### src/rtl/conv3x3_window_engine_if.sv
// rtl/conv3x3_window_engine_if.sv - start/kernel, row-RAM read port and result stream of the 3x3 window engine
interface conv3x3_window_engine_if #(
  parameter int DW    = 4,
  parameter int OUT_W = 2*DW+4
);
  logic             start;
  logic [9*DW-1:0]  kernel;
  logic [1:0]       rd_addr;
  logic [4*DW-1:0]  row_data;
  logic             busy;
  logic             pix_valid;
  logic [OUT_W-1:0] pix_out;
  logic             pix_row;
  logic             pix_col;
  logic             done;

  modport slave (
    input  start, kernel, row_data,
    output rd_addr, busy, pix_valid, pix_out, pix_row, pix_col, done
  );

  modport master (
    output start, kernel, row_data,
    input  rd_addr, busy, pix_valid, pix_out, pix_row, pix_col, done
  );
endinterface

### src/rtl/conv3x3_window_engine.sv
// rtl/conv3x3_window_engine.sv - fetches a 4x4 image column by column and streams the 2x2 3x3-convolution results
module conv3x3_window_engine #(
  parameter int DW     = 4,
  parameter int OUT_W  = 2*DW+4,
  parameter int RD_LAT = 1
) (
  input  logic                    clk,
  input  logic                    clr_n,
  conv3x3_window_engine_if.slave  bus
);

  typedef enum logic [1:0] {S_IDLE, S_FETCH, S_COMPUTE, S_DONE} state_t;

  localparam logic [2:0] FETCH_LAST = 3'(3 + RD_LAT);
  localparam logic [2:0] CAP_OFS    = 3'(RD_LAT);

  state_t            state_q, state_d;
  logic [2:0]        fcnt_q, fcnt_d;
  logic [1:0]        oidx_q, oidx_d;
  logic [9*DW-1:0]   kern_q, kern_d;
  logic [16*DW-1:0]  pix_q, pix_d;
  logic [1:0]        rd_addr_q, rd_addr_d;
  logic              busy_q, busy_d;
  logic              pix_valid_q, pix_valid_d;
  logic [OUT_W-1:0]  pix_out_q, pix_out_d;
  logic              pix_row_q, pix_row_d;
  logic              pix_col_q, pix_col_d;
  logic              done_q, done_d;

  logic [1:0]        sel_idx;
  logic [1:0]        cap_col;
  logic              cap_en;
  logic [OUT_W-1:0]  conv_sum;

  // Outputs are registered, so the result being computed is one ahead of the one on the bus:
  // result 0 is computed in the last FETCH cycle, results 1..3 in COMPUTE.
  assign sel_idx = (state_q == S_FETCH) ? 2'd0 : oidx_q;
  assign cap_col = 2'(fcnt_q - CAP_OFS);
  assign cap_en  = (RD_LAT == 0) || (fcnt_q != 3'd0);

  always_comb begin
    conv_sum = '0;
    for (int i = 0; i < 3; i++) begin
      for (int j = 0; j < 3; j++) begin
        conv_sum = conv_sum
                 + OUT_W'(pix_q[DW*(4*(int'(sel_idx[1]) + i) + int'(sel_idx[0]) + j) +: DW])
                 * OUT_W'(kern_q[DW*(3*i + j) +: DW]);
      end
    end
  end

  always_comb begin
    state_d     = state_q;
    fcnt_d      = fcnt_q;
    oidx_d      = oidx_q;
    kern_d      = kern_q;
    pix_d       = pix_q;
    rd_addr_d   = rd_addr_q;
    busy_d      = busy_q;
    pix_valid_d = 1'b0;
    pix_out_d   = pix_out_q;
    pix_row_d   = pix_row_q;
    pix_col_d   = pix_col_q;
    done_d      = 1'b0;

    case (state_q)
      S_IDLE: begin
        rd_addr_d = 2'd0;
        busy_d    = 1'b0;
        if (bus.start) begin
          kern_d  = bus.kernel;
          state_d = S_FETCH;
          fcnt_d  = 3'd0;
          oidx_d  = 2'd0;
          busy_d  = 1'b1;
        end
      end
      S_FETCH: begin
        rd_addr_d = (rd_addr_q == 2'd3) ? 2'd3 : rd_addr_q + 2'd1;
        if (cap_en) begin
          for (int r = 0; r < 4; r++) begin
            pix_d[DW*(4*r + int'(cap_col)) +: DW] = bus.row_data[DW*r +: DW];
          end
        end
        fcnt_d = fcnt_q + 3'd1;
        if (fcnt_q == FETCH_LAST) begin
          state_d     = S_COMPUTE;
          pix_valid_d = 1'b1;
          pix_out_d   = conv_sum;
          pix_row_d   = sel_idx[1];
          pix_col_d   = sel_idx[0];
          oidx_d      = 2'd1;
        end
      end
      S_COMPUTE: begin
        if (oidx_q != 2'd0) begin
          pix_valid_d = 1'b1;
          pix_out_d   = conv_sum;
          pix_row_d   = sel_idx[1];
          pix_col_d   = sel_idx[0];
          oidx_d      = oidx_q + 2'd1;
        end else begin
          state_d = S_DONE;
          done_d  = 1'b1;
        end
      end
      S_DONE: begin
        state_d   = S_IDLE;
        busy_d    = 1'b0;
        rd_addr_d = 2'd0;
      end
      default: state_d = S_IDLE;
    endcase
  end

  always_ff @(posedge clk or negedge clr_n) begin
    if (!clr_n) begin
      state_q     <= S_IDLE;
      fcnt_q      <= '0;
      oidx_q      <= '0;
      kern_q      <= '0;
      pix_q       <= '0;
      rd_addr_q   <= '0;
      busy_q      <= 1'b0;
      pix_valid_q <= 1'b0;
      pix_out_q   <= '0;
      pix_row_q   <= 1'b0;
      pix_col_q   <= 1'b0;
      done_q      <= 1'b0;
    end else begin
      state_q     <= state_d;
      fcnt_q      <= fcnt_d;
      oidx_q      <= oidx_d;
      kern_q      <= kern_d;
      pix_q       <= pix_d;
      rd_addr_q   <= rd_addr_d;
      busy_q      <= busy_d;
      pix_valid_q <= pix_valid_d;
      pix_out_q   <= pix_out_d;
      pix_row_q   <= pix_row_d;
      pix_col_q   <= pix_col_d;
      done_q      <= done_d;
    end
  end

  assign bus.rd_addr   = rd_addr_q;
  assign bus.busy      = busy_q;
  assign bus.pix_valid = pix_valid_q;
  assign bus.pix_out   = pix_out_q;
  assign bus.pix_row   = pix_row_q;
  assign bus.pix_col   = pix_col_q;
  assign bus.done      = done_q;

endmodule

### src/flat_wrapper.sv
// flat-port wrapper written by rule: the top's interface ports become plain ports
module conv3x3_window_engine_flat 
#(
  parameter int DW     = 4,
  parameter int OUT_W  = 2*DW+4,
  parameter int RD_LAT = 1
)
  (clk, clr_n, bus_start, bus_kernel, bus_row_data, bus_rd_addr, bus_busy, bus_pix_valid, bus_pix_out, bus_pix_row, bus_pix_col, bus_done);
  conv3x3_window_engine_if #(.DW(DW), .OUT_W(OUT_W)) bus_i ();
  input  logic clk;
  input  logic clr_n;
  input wire logic [$bits(bus_i.start)-1:0] bus_start;
  input wire logic [$bits(bus_i.kernel)-1:0] bus_kernel;
  input wire logic [$bits(bus_i.row_data)-1:0] bus_row_data;
  output wire logic [$bits(bus_i.rd_addr)-1:0] bus_rd_addr;
  output wire logic [$bits(bus_i.busy)-1:0] bus_busy;
  output wire logic [$bits(bus_i.pix_valid)-1:0] bus_pix_valid;
  output wire logic [$bits(bus_i.pix_out)-1:0] bus_pix_out;
  output wire logic [$bits(bus_i.pix_row)-1:0] bus_pix_row;
  output wire logic [$bits(bus_i.pix_col)-1:0] bus_pix_col;
  output wire logic [$bits(bus_i.done)-1:0] bus_done;
  assign bus_i.start = bus_start;
  assign bus_i.kernel = bus_kernel;
  assign bus_i.row_data = bus_row_data;
  assign bus_rd_addr = bus_i.rd_addr;
  assign bus_busy = bus_i.busy;
  assign bus_pix_valid = bus_i.pix_valid;
  assign bus_pix_out = bus_i.pix_out;
  assign bus_pix_row = bus_i.pix_row;
  assign bus_pix_col = bus_i.pix_col;
  assign bus_done = bus_i.done;
  conv3x3_window_engine #(.DW(DW), .OUT_W(OUT_W), .RD_LAT(RD_LAT)) u_core (.clk(clk), .clr_n(clr_n), .bus(bus_i));
endmodule
### config.mk
export PLATFORM = sky130hd
export DESIGN_NAME = conv3x3_window_engine_flat
export DESIGN_NICKNAME = d
export VERILOG_FILES = /design/src/rtl/conv3x3_window_engine_if.sv /design/src/rtl/conv3x3_window_engine.sv /design/src/flat_wrapper.sv
export SDC_FILE = /design/constraint.sdc
export NUM_CORES = 1
export LEC_CHECK = 0
export CORE_MARGIN = 2
export CORE_UTILIZATION = 35
export CTS_CLUSTER_SIZE = 12
export DETAILED_ROUTE_END_ITERATION = 10
export GPL_TIMING_DRIVEN = 1
export PLACE_DENSITY = 0.62
export SETUP_SLACK_MARGIN = 0.02
export SYNTH_ARGS = -nofsm -noshare
export SYNTH_HDL_FRONTEND = slang
export SYNTH_SLANG_ARGS = --single-unit
### constraint.sdc
create_clock -name clk -period 11.28 [get_ports clk]
set_clock_uncertainty 0.2 [all_clocks]
set_input_delay 1.128 -clock clk [delete_from_list [all_inputs] [get_ports clk]]
set_output_delay 1.128 -clock clk [all_outputs]
set_load 0.1 [all_outputs]
Word-level counts from Yosys, hierarchy flattened --
Cells that the tools add are included. Widths: inputs -> output; s select.
Operators by class: equality and inequality tests 9, multiplexer cells 33, $lt $le $gt $ge 0, divide/modulo/power cells 0, $add $sub $neg 30, bitwise logic cells 0, multiply operators 9, shift-type cells 17, reductions and logical operators 15
Operators with widths (number):
- $shiftx 64x32->4 | 8
- $bwmux 64 | 4
- $shift 4x33->64 const A | 4
- $shiftx 4x33->64 | 4
- $neg 32->33 | 3
- $add 30x2->30 const B | 3
- $add 30x3->30 const B | 3
- $add 12x8->12 | 7
- $mul 4x4->8 | 9
- $shiftx 64x7->4 | 1
- $add 30x2->30 | 2
- $neg 4->33 | 1
- $mux 12 | 2
- $pmux 12 s2 | 1
- $mux 2 | 8
- $add 4x2->5 const A | 2
- $reduce_bool 2->1 | 5
- $add 8x8->9 | 1
- $mux 1 | 9
- $pmux 1 s2 | 4
- $pmux 2 s4 | 1
- $eq 2x2->1 const B | 3
- $ne 2x2->1 const B | 3
- $pmux 2 s3 | 1
- other kinds (19) | 24
Word-level totals: bits in read-only memories 0, flip-flop bits (word level) 126, memories kept 0, logic and storage cells 125, bits in writable memories 0, bits of input ports 55, latch bits 0

Logic depth before layout (Yosys ltp) --
Gate-level depths: netlist (run 1).
depth after elaboration 16, depth in mapped cells 30

Worst setup path before layout (run 1) --
No wires, ideal clock.
path kind register -> register, start point register u_core.state_q[1], end point register u_core.pix_out_q[11] (netlist: u_core.bus.pix_out[11]), cell stages (with the launch flop) 28, arrival 7.349 ns, clock period less this slack 7.637 ns, data required time 10.992 ns, setup slack 3.643 ns, path through dfrtp_1 inv_1 ha_1 buf_6 nand2b_4 buf_6 buf_12 buf_2 mux4_2 and2_1 fa_1 inv_1 fa_1 inv_1 fa_1 fa_1 fa_1 fa_1 inv_1 fa_1 fa_1 inv_1 ha_1 a211oi_1 o21bai_1 a21oi_1 or4b_1 o211ai_1
Between the ends: longest elaborated chain between the ends 16, elaborated cells between the ends (all ways) 47, classes of those cells add/sub: 19; mul: 9; eq/ne: 4; shift: 9; mux: 4; reduce/logical: 2
Ends and longest elaborated chain:
- from (decl) | RTL line conv3x3_window_engine.sv:17 | state_t state_q, state_d;
- from (signal assigned) | RTL line conv3x3_window_engine.sv:131 | state_q <= state_d;
- $eq 2x1->1 | RTL line conv3x3_window_engine.sv:37, conv3x3_window_engine.sv:66
- $mux 2 | RTL line conv3x3_window_engine.sv:37 | assign sel_idx = (state_q == S_FETCH) ? 2'd0 : oidx_q;
- $add 3x1->4 | RTL line conv3x3_window_engine.sv:46 | + OUT_W'(pix_q[DW*(4*(int'(sel_idx[1]) + i) + int'(sel_idx[0]) + j) +: DW])
- $add 30x2->30 | RTL line conv3x3_window_engine.sv:46
- $shiftx 64x32->4 | RTL line conv3x3_window_engine.sv:46
- $mul 4x4->8 | RTL line conv3x3_window_engine.sv:47 | * OUT_W'(kern_q[DW*(3*i + j) +: DW]);
- $add 8x8->9 | RTL line conv3x3_window_engine.sv:46
- $add 12x8->12 (7 in a row) | RTL line conv3x3_window_engine.sv:46
- $mux 12 (on tied branches) | RTL line conv3x3_window_engine.sv:96, conv3x3_window_engine.sv:86
- $pmux 12 s2 | RTL line conv3x3_window_engine.sv:66 | case (state_q)
- to (signal assigned) | RTL line conv3x3_window_engine.sv:139 | pix_out_q <= pix_out_d;
- to (decl) | RTL line conv3x3_window_engine.sv:25 | logic [OUT_W-1:0] pix_out_q, pix_out_d;
Parallel ways exist; a longest one is shown, timed or not. The select of a mux whose other input is x is not followed. A chain may end at the register's enable or synchronous reset.

Worst setup path after layout (run 1) --
Ends and elaborated chain as after synthesis.

==> results.md, run 1 <==
* Pre-CTS setup slack at 2.49 ns
* Post-synth ARST share at 100%
* CTS tree: yes
* Maxcap violations at 0
* Wire length on met2 at about 14000 um
* CTS H-tree depth at 4
* Die area at 34400 um2
* Routability cong. at 0.914
* Dpl cell area at about 13000 um2
* RSZ-0062 raised after global routing: false
* All-Layer GR Usage at 18.0%
* Wire length per cell at 18.1 um
* Syn Area/Cell at 10.3 um2
* Die Wd at 185 um
* Grt total ovfl at 0
* Most instantiated cells after synthesis: inv_1, nand2_1, dfrtp_1
* Outcome: finished, final reports clean
* Post-Route Setup TNS at 0 ns
* R2R Path Start: u_core.state_q[1]
* Io pins at 74
* Wire length of the first global-routing pass at roughly 47000 um
* Sequential area share after synthesis at 27.4%
* Die Ht at around 190 um
* Crit Path Class: flop to flop
* Number of global-route vias before repair at between 8000 and 9000
* HPWL after detailed placement at ~24000 um
* Synth area leader: dfrtp_1
* Worst setup SP type: flop
* Worst r2r dst: u_core.bus.pix_out[11]
* Crit path to: u_core.bus.pix_out[11]
* Detailed-route DRC error count at 0
* Sink Count at approximately 130
* Detailed Route WL at about 29000 um
* Hold path startpoint: u_core.bus.pix_out[5]
* Vias per inst at slightly above 5
* Finish-stage setup viols at 0
* Post-CTS Hold Buffers at 0
* Achievable Freq at 0.114 GHz
* Worst setup EP type: flop
* Part of the cycle the worst path needs at 77.6%
* First DRT Iteration DRCs at between 400 and 500
* FF+latch count, synth at 126
* Relative slew slack at 30.8%
* Top layer reached by signal wires: met4
* DRT Pass-1 Iters at 5
* Cells taking the most area after synthesis: dfrtp_1, fa_1, ha_1
* Root buf cell: clkbuf_16
* Area grow syn2layout at 14.5%
* Final WS setup at 2.53 ns
* Setup slack on the worst flop-to-flop path at about 2.5 ns
* Most instantiated library cell after synthesis: inv_1
* Yosys top cell area share at between 20% and 30%
* WP data required at 11.43 ns
* Largest net degree at the start of global routing at 79
* Met3 wire length at ~1400 um
* DRT antenna net count at 0
* # port buffers at 73
* Initial core utilization at 35.5%
* Synth Cell Area at 11500 um2
* Resized cells post-CTS at 0
* Total CTS buffers at 17
* FILL cells at 3128
* Synth Warn # at 0
* NumNets Final at between 1000 and 1500
* Clock transition at path regs at 0.06 ns
* Finished Cell Area at between 10000 and 15000 um2
* Antenna fix cells at 0
* R2R depth at 23
* Vias at 8219
* Primary FF master, synth: dfrtp_1
* Synthesized net count at 1392
* Arrival @ worst endpoint at just under 9 ns
* Slew Viols, Final at 0
* Critical Path Start: u_core.state_q[1]
* Row Count at 66
* Core footprint at approximately 32000 um2
* Type of the most critical hold path: flop to flop
* Worst-Margin Slew at 1.04 ns
* Longest Clk Path Bufs at 2
* Metal-1 WL at 13000 um
* Post-Synthesis Cells at 1115
* CP max FO at 37
* Worst-Skew Late Latency at 0.44 ns
* Netlist cell types at 53
* Layout cells sized above 1 at 8.24%
* Antenna violations before repair at 0
* Min Clock Period, post-route at ~8.7 ns
* Postcts setup bufs at 0
* Final Hold Viols at 0
* Post-synth EDFFs at 0
worst max-delay path, stage by stage (launching register included):
cell and delay (ns):
dfrtp_1 0.42, inv_1 0.11, ha_1 0.74, nand2b_4 0.64, mux4_2 0.62, and2_1 0.20
fa_1 0.53, inv_1 0.06, fa_1 0.56, inv_1 0.06, fa_1 0.52, fa_1 0.45
fa_1 0.52, fa_1 0.54, inv_1 0.05, fa_1 0.50, fa_1 0.55, inv_1 0.04
ha_1 0.36, a211oi_1 0.10, o21bai_1 0.18, a21oi_1 0.13, or4b_1 0.48, o211ai_1 0.10
sequential cells by signal, summed over array words and instances, names as in the netlist:
signal	flops
u_core.fcnt_q	3
u_core.kern_q	36
u_core.pix_q	64
u_core.bus.pix_row	1
u_core.bus.pix_out	12
u_core.bus.rd_addr	2
u_core.bus.pix_col	1
u_core.bus.done	1
u_core.bus.busy	1
u_core.oidx_q	2
u_core.state_q	2
u_core.bus.pix_valid	1
final cells by class:
class / instances / area [um2] / area share, %
clock buffers: 18 / 429 / 3.25
clock inverters: 14 / 136 / 1.03
inverters: 169 / 634 / 4.81
multi-input cells: 785 / 7530 / 57.1
flip-flops and latches: 126 / 3150 / 23.9
well taps: 442 / 553 / 4.19
repair buffers: 77 / 758 / 5.74
layer usage:
metal | GRT usage [%] | vias to the layer above
li1 | - | 3811
met1 | 23.5 | 4125
met2 | 30.4 | 234
met3 | 3.11 | 49
met4 | 5.65 | 0
met5 | 0 | -
metrics by stage:
| stage | cells | util [%] | hold slack (ns) |
|---|---|---|---|
| 3_3_place_gp | 1599 | 38.9 | 0.261 |
| 4_1_cts | 1631 | 40.7 | 0.282 |
| 2_1_floorplan | 1115 | - | 0.242 |
| 6_report | 1631 | 40.7 | 0.272 |
| 5_1_grt | 1631 | 40.7 | 0.303 |
| 3_5_place_dp | 1599 | 38.9 | 0.269 |
cell families (layout without fill, tap and decap cells):
| logic type | after synthesis | count (layout) | share of synthesized area (%) |
|---|---|---|---|
| AND/OR/NAND/NOR | 307 | 307 | 13.2 |
| adder cells (fa/ha/maj) | 222 | 222 | 31.9 |
| buffers and inverters | 204 | 278 | 7.26 |
| AO/OA/AOI/OAI | 168 | 168 | 9.48 |
| flip-flops | 126 | 126 | 27.4 |
| multiplexers | 75 | 75 | 9.77 |
| XOR/XNOR | 13 | 13 | 0.988 |
how the worst min path moves through the flow:
stage               slack, ns  cells after the start               endpoint
finish                   0.27                      2  u_core.bus.pix_out[5]
CTS                      0.28                      2  u_core.bus.pix_out[5]
global placement         0.26                      2  u_core.bus.pix_out[5]
floorplan                0.24                      2       u_core.pix_q[13]
detailed placement       0.27                      2  u_core.bus.pix_out[5]
global route             0.30                      2  u_core.bus.pix_out[5]
placed cells by master (no fill, tap or decap), types with 3 or more instances in the layout:
| cell type | n |
|---|---|
| o21bai_1 | 3 |
| a21o_1 | 7 |
| mux4_2 | 17 |
| inv_1 | 169 |
| o221ai_1 | 12 |
| nor2_1 | 14 |
| mux2_2 | 39 |
| a22o_1 | 16 |
| nand3_1 | 4 |
| fa_1 | 120 |
| and2_1 | 110 |
| buf_4 | 5 |
| a21oi_1 | 13 |
| xor2_1 | 8 |
| o21ai_0 | 69 |
| nand2b_1 | 3 |
| nor3_1 | 3 |
| clkinvlp_4 | 4 |
| clkdlybuf4s50_1 | 72 |
| mux2i_1 | 12 |
| xnor2_1 | 5 |
| clkbuf_16 | 17 |
| nand2_1 | 155 |
| dfrtp_1 | 126 |
| and3_1 | 4 |
| mux4_1 | 7 |
| inv_6 | 3 |
| a22oi_1 | 33 |
| ha_1 | 102 |
Power of run 1 is not shown: default switching activity piles up to over one toggle a cycle in this logic, so the estimate is an artifact.
==> run 2: changes to the inputs <==
- PLACE_DENSITY: 0.62 -> 0.64
- clock period: 11.28 -> 7 ns (I/O delays scaled with it)
==> results.md, run 2 (same netlist as run 1, synthesis figures left out) <==
* Outcome: finished with violations
* Failing checks: setup timing
* CTS tree: yes
* DRT antenna net count at 0
* Antenna fix cells at 0
* Initial core utilization at 35.5%
* NumNets Final at 1528
* Die Ht at 185 um
* Most frequent CP cell: fa_2
* Critical-path cell list: inv_2 -> ha_4 -> nand2b_4 -> buf_6 -> mux4_2 -> and2_4 -> fa_1 -> fa_2 -> fa_2 -> fa_2 -> fa_2 -> fa_2 -> fa_1 -> inv_2 -> fa_1 -> inv_2 -> ha_4 -> o21ai_4 -> o21bai_4 -> a21oi_2 -> or4b_1 -> o211ai_1
* Relative slew slack at between 20% and 30%
* Sink Count at 126
* Placed insts at 1659
* Top Family by Delay on Critical Path: adder cells
* Vias at around 8500
* Achievable Freq at 0.137 GHz
* CP max FO at 6
* Arrival @ worst endpoint at 7.42 ns
* Die Wd at 185 um
* Total CTS buffers at 17
* Type of the most critical hold path: primary input to async pin
* Core footprint at 32500 um2
* Worst path max stage delay at 0.59 ns
* Wire length per cell at between 15 and 20 um
* Post-CTS Hold Buffers at 0
* Final WS setup at -0.284 ns
* Slowest cell on the critical path: fa_2
* Antenna violations before repair at 0
* DRT Pass-1 Iters at 6
* Maxcap violations at 0
* Max FFs per register at 64
* Area grow syn2layout at 24.0%
* Root buf cell: clkbuf_16
* Routability cong. at 0.852
* Die area at between 30000 and 40000 um2
* Most frequent cells in the layout: inv_1, nand2_1, dfrtp_1
* RSZ-0062 raised after global routing: true
* Top reg by flops: u_core.pix_q
* Buf/Inv on CP at 4
* Row Count at 66
* Non-filler cells, final at 1706
* Min Clock Period, post-route at 7.28 ns
* Grt total ovfl at 0
* Io pins at 74
* Wire length of the first global-routing pass at 47500 um
* First DRT Iteration DRCs at 560
* Worst setup EP type: flop
* Detailed-route DRC error count at 0
* Worst-Margin Slew at 1.06 ns
* Crit Path Class: flop to flop
* Final Hold Viols at 0
* Clock transition at path regs at 0.08 ns
* WP data required at between 7 and 8 ns
* Largest net degree at the start of global routing at 80
* Finish-stage setup viols at 7
* CTS H-tree depth at 4
* Most common cell after layout, fill and taps aside: inv_1
* FILL cells at slightly above 3000
* HPWL after detailed placement at 22900 um
* Vias per inst at a little under 5
* Worst-Skew Late Latency at approximately 0.45 ns
* Area occupied by registers at 3150 um2
* Number of global-route vias before repair at 8943
* Detailed Route WL at 29600 um
* Part of the cycle the worst path needs at 104%
* All-Layer GR Usage at 18.2%
* Longest Clk Path Bufs at 2
* # port buffers at 73
* Worst setup SP type: flop
* Slew Viols, Final at 0
* Area of the multi-input gates at 7960 um2
* Layout cells sized above 1 at between 20% and 30%
-- run 2: final timing paths --
check                                      startpoint                      to  slack, ns  depth (start not counted)
min in group clk                u_core.bus.pix_out[3]   u_core.bus.pix_out[3]       0.27                          2
worst max-delay path                u_core.state_q[1]  u_core.bus.pix_out[11]      -0.28                         22
worst min register to register  u_core.bus.pix_out[3]   u_core.bus.pix_out[3]       0.27                          2
max in group asynchronous                       clr_n        u_core.pix_q[12]       5.09                          2
worst min-delay path                            clr_n       u_core.kern_q[35]       0.06                          1
worst max register to register      u_core.state_q[1]  u_core.bus.pix_out[11]      -0.28                         22
-- run 2: metal layers --
layer / track usage, % / part of all wire, %
met3: 3.52 / 4.7
met1: 24.1 / 44
met2: 30.1 / 49
met5: 0 / 0
met4: 5.71 / 2.3
-- run 2: repair_timing --
action | CTS | global route
cloned | 2 | 0
gates resized for setup | 49 | 38
pin swaps | 35 | 43
endpoints found under the setup margin | 7 | 8
buffers inserted | 9 | 5
-- run 2: stage by stage --
| step | TNS [ns] | area, um2 | hold slack [ns] | util [%] | setup slack, ns |
|---|---|---|---|---|---|
| floorplan | -0.268 | 11600 | 0.204 | - | -0.244 |
| global placement | -1.56 | 13200 | 0.261 | 40.6 | -0.339 |
| detailed placement | -1.92 | 13200 | 0.270 | 40.6 | -0.397 |
| CTS | -1.05 | 14100 | 0.0763 | 43.4 | -0.266 |
| global route | -2.86 | 14300 | 0.118 | 44.1 | -0.450 |
| finish | -1.17 | 14300 | 0.0570 | 44.1 | -0.284 |
-- run 2: cell type report --
type                       count  share of cell area [%]
clock inverter                13                    1.32
multi-input combinational    786                    55.7
sequential                   126                    22.1
timing repair buffer         151                    9.64
tap                          442                    3.87
clock buffer                  19                    3.03
inverter                     169                    4.44
Power of run 2 is left out for the same reason.
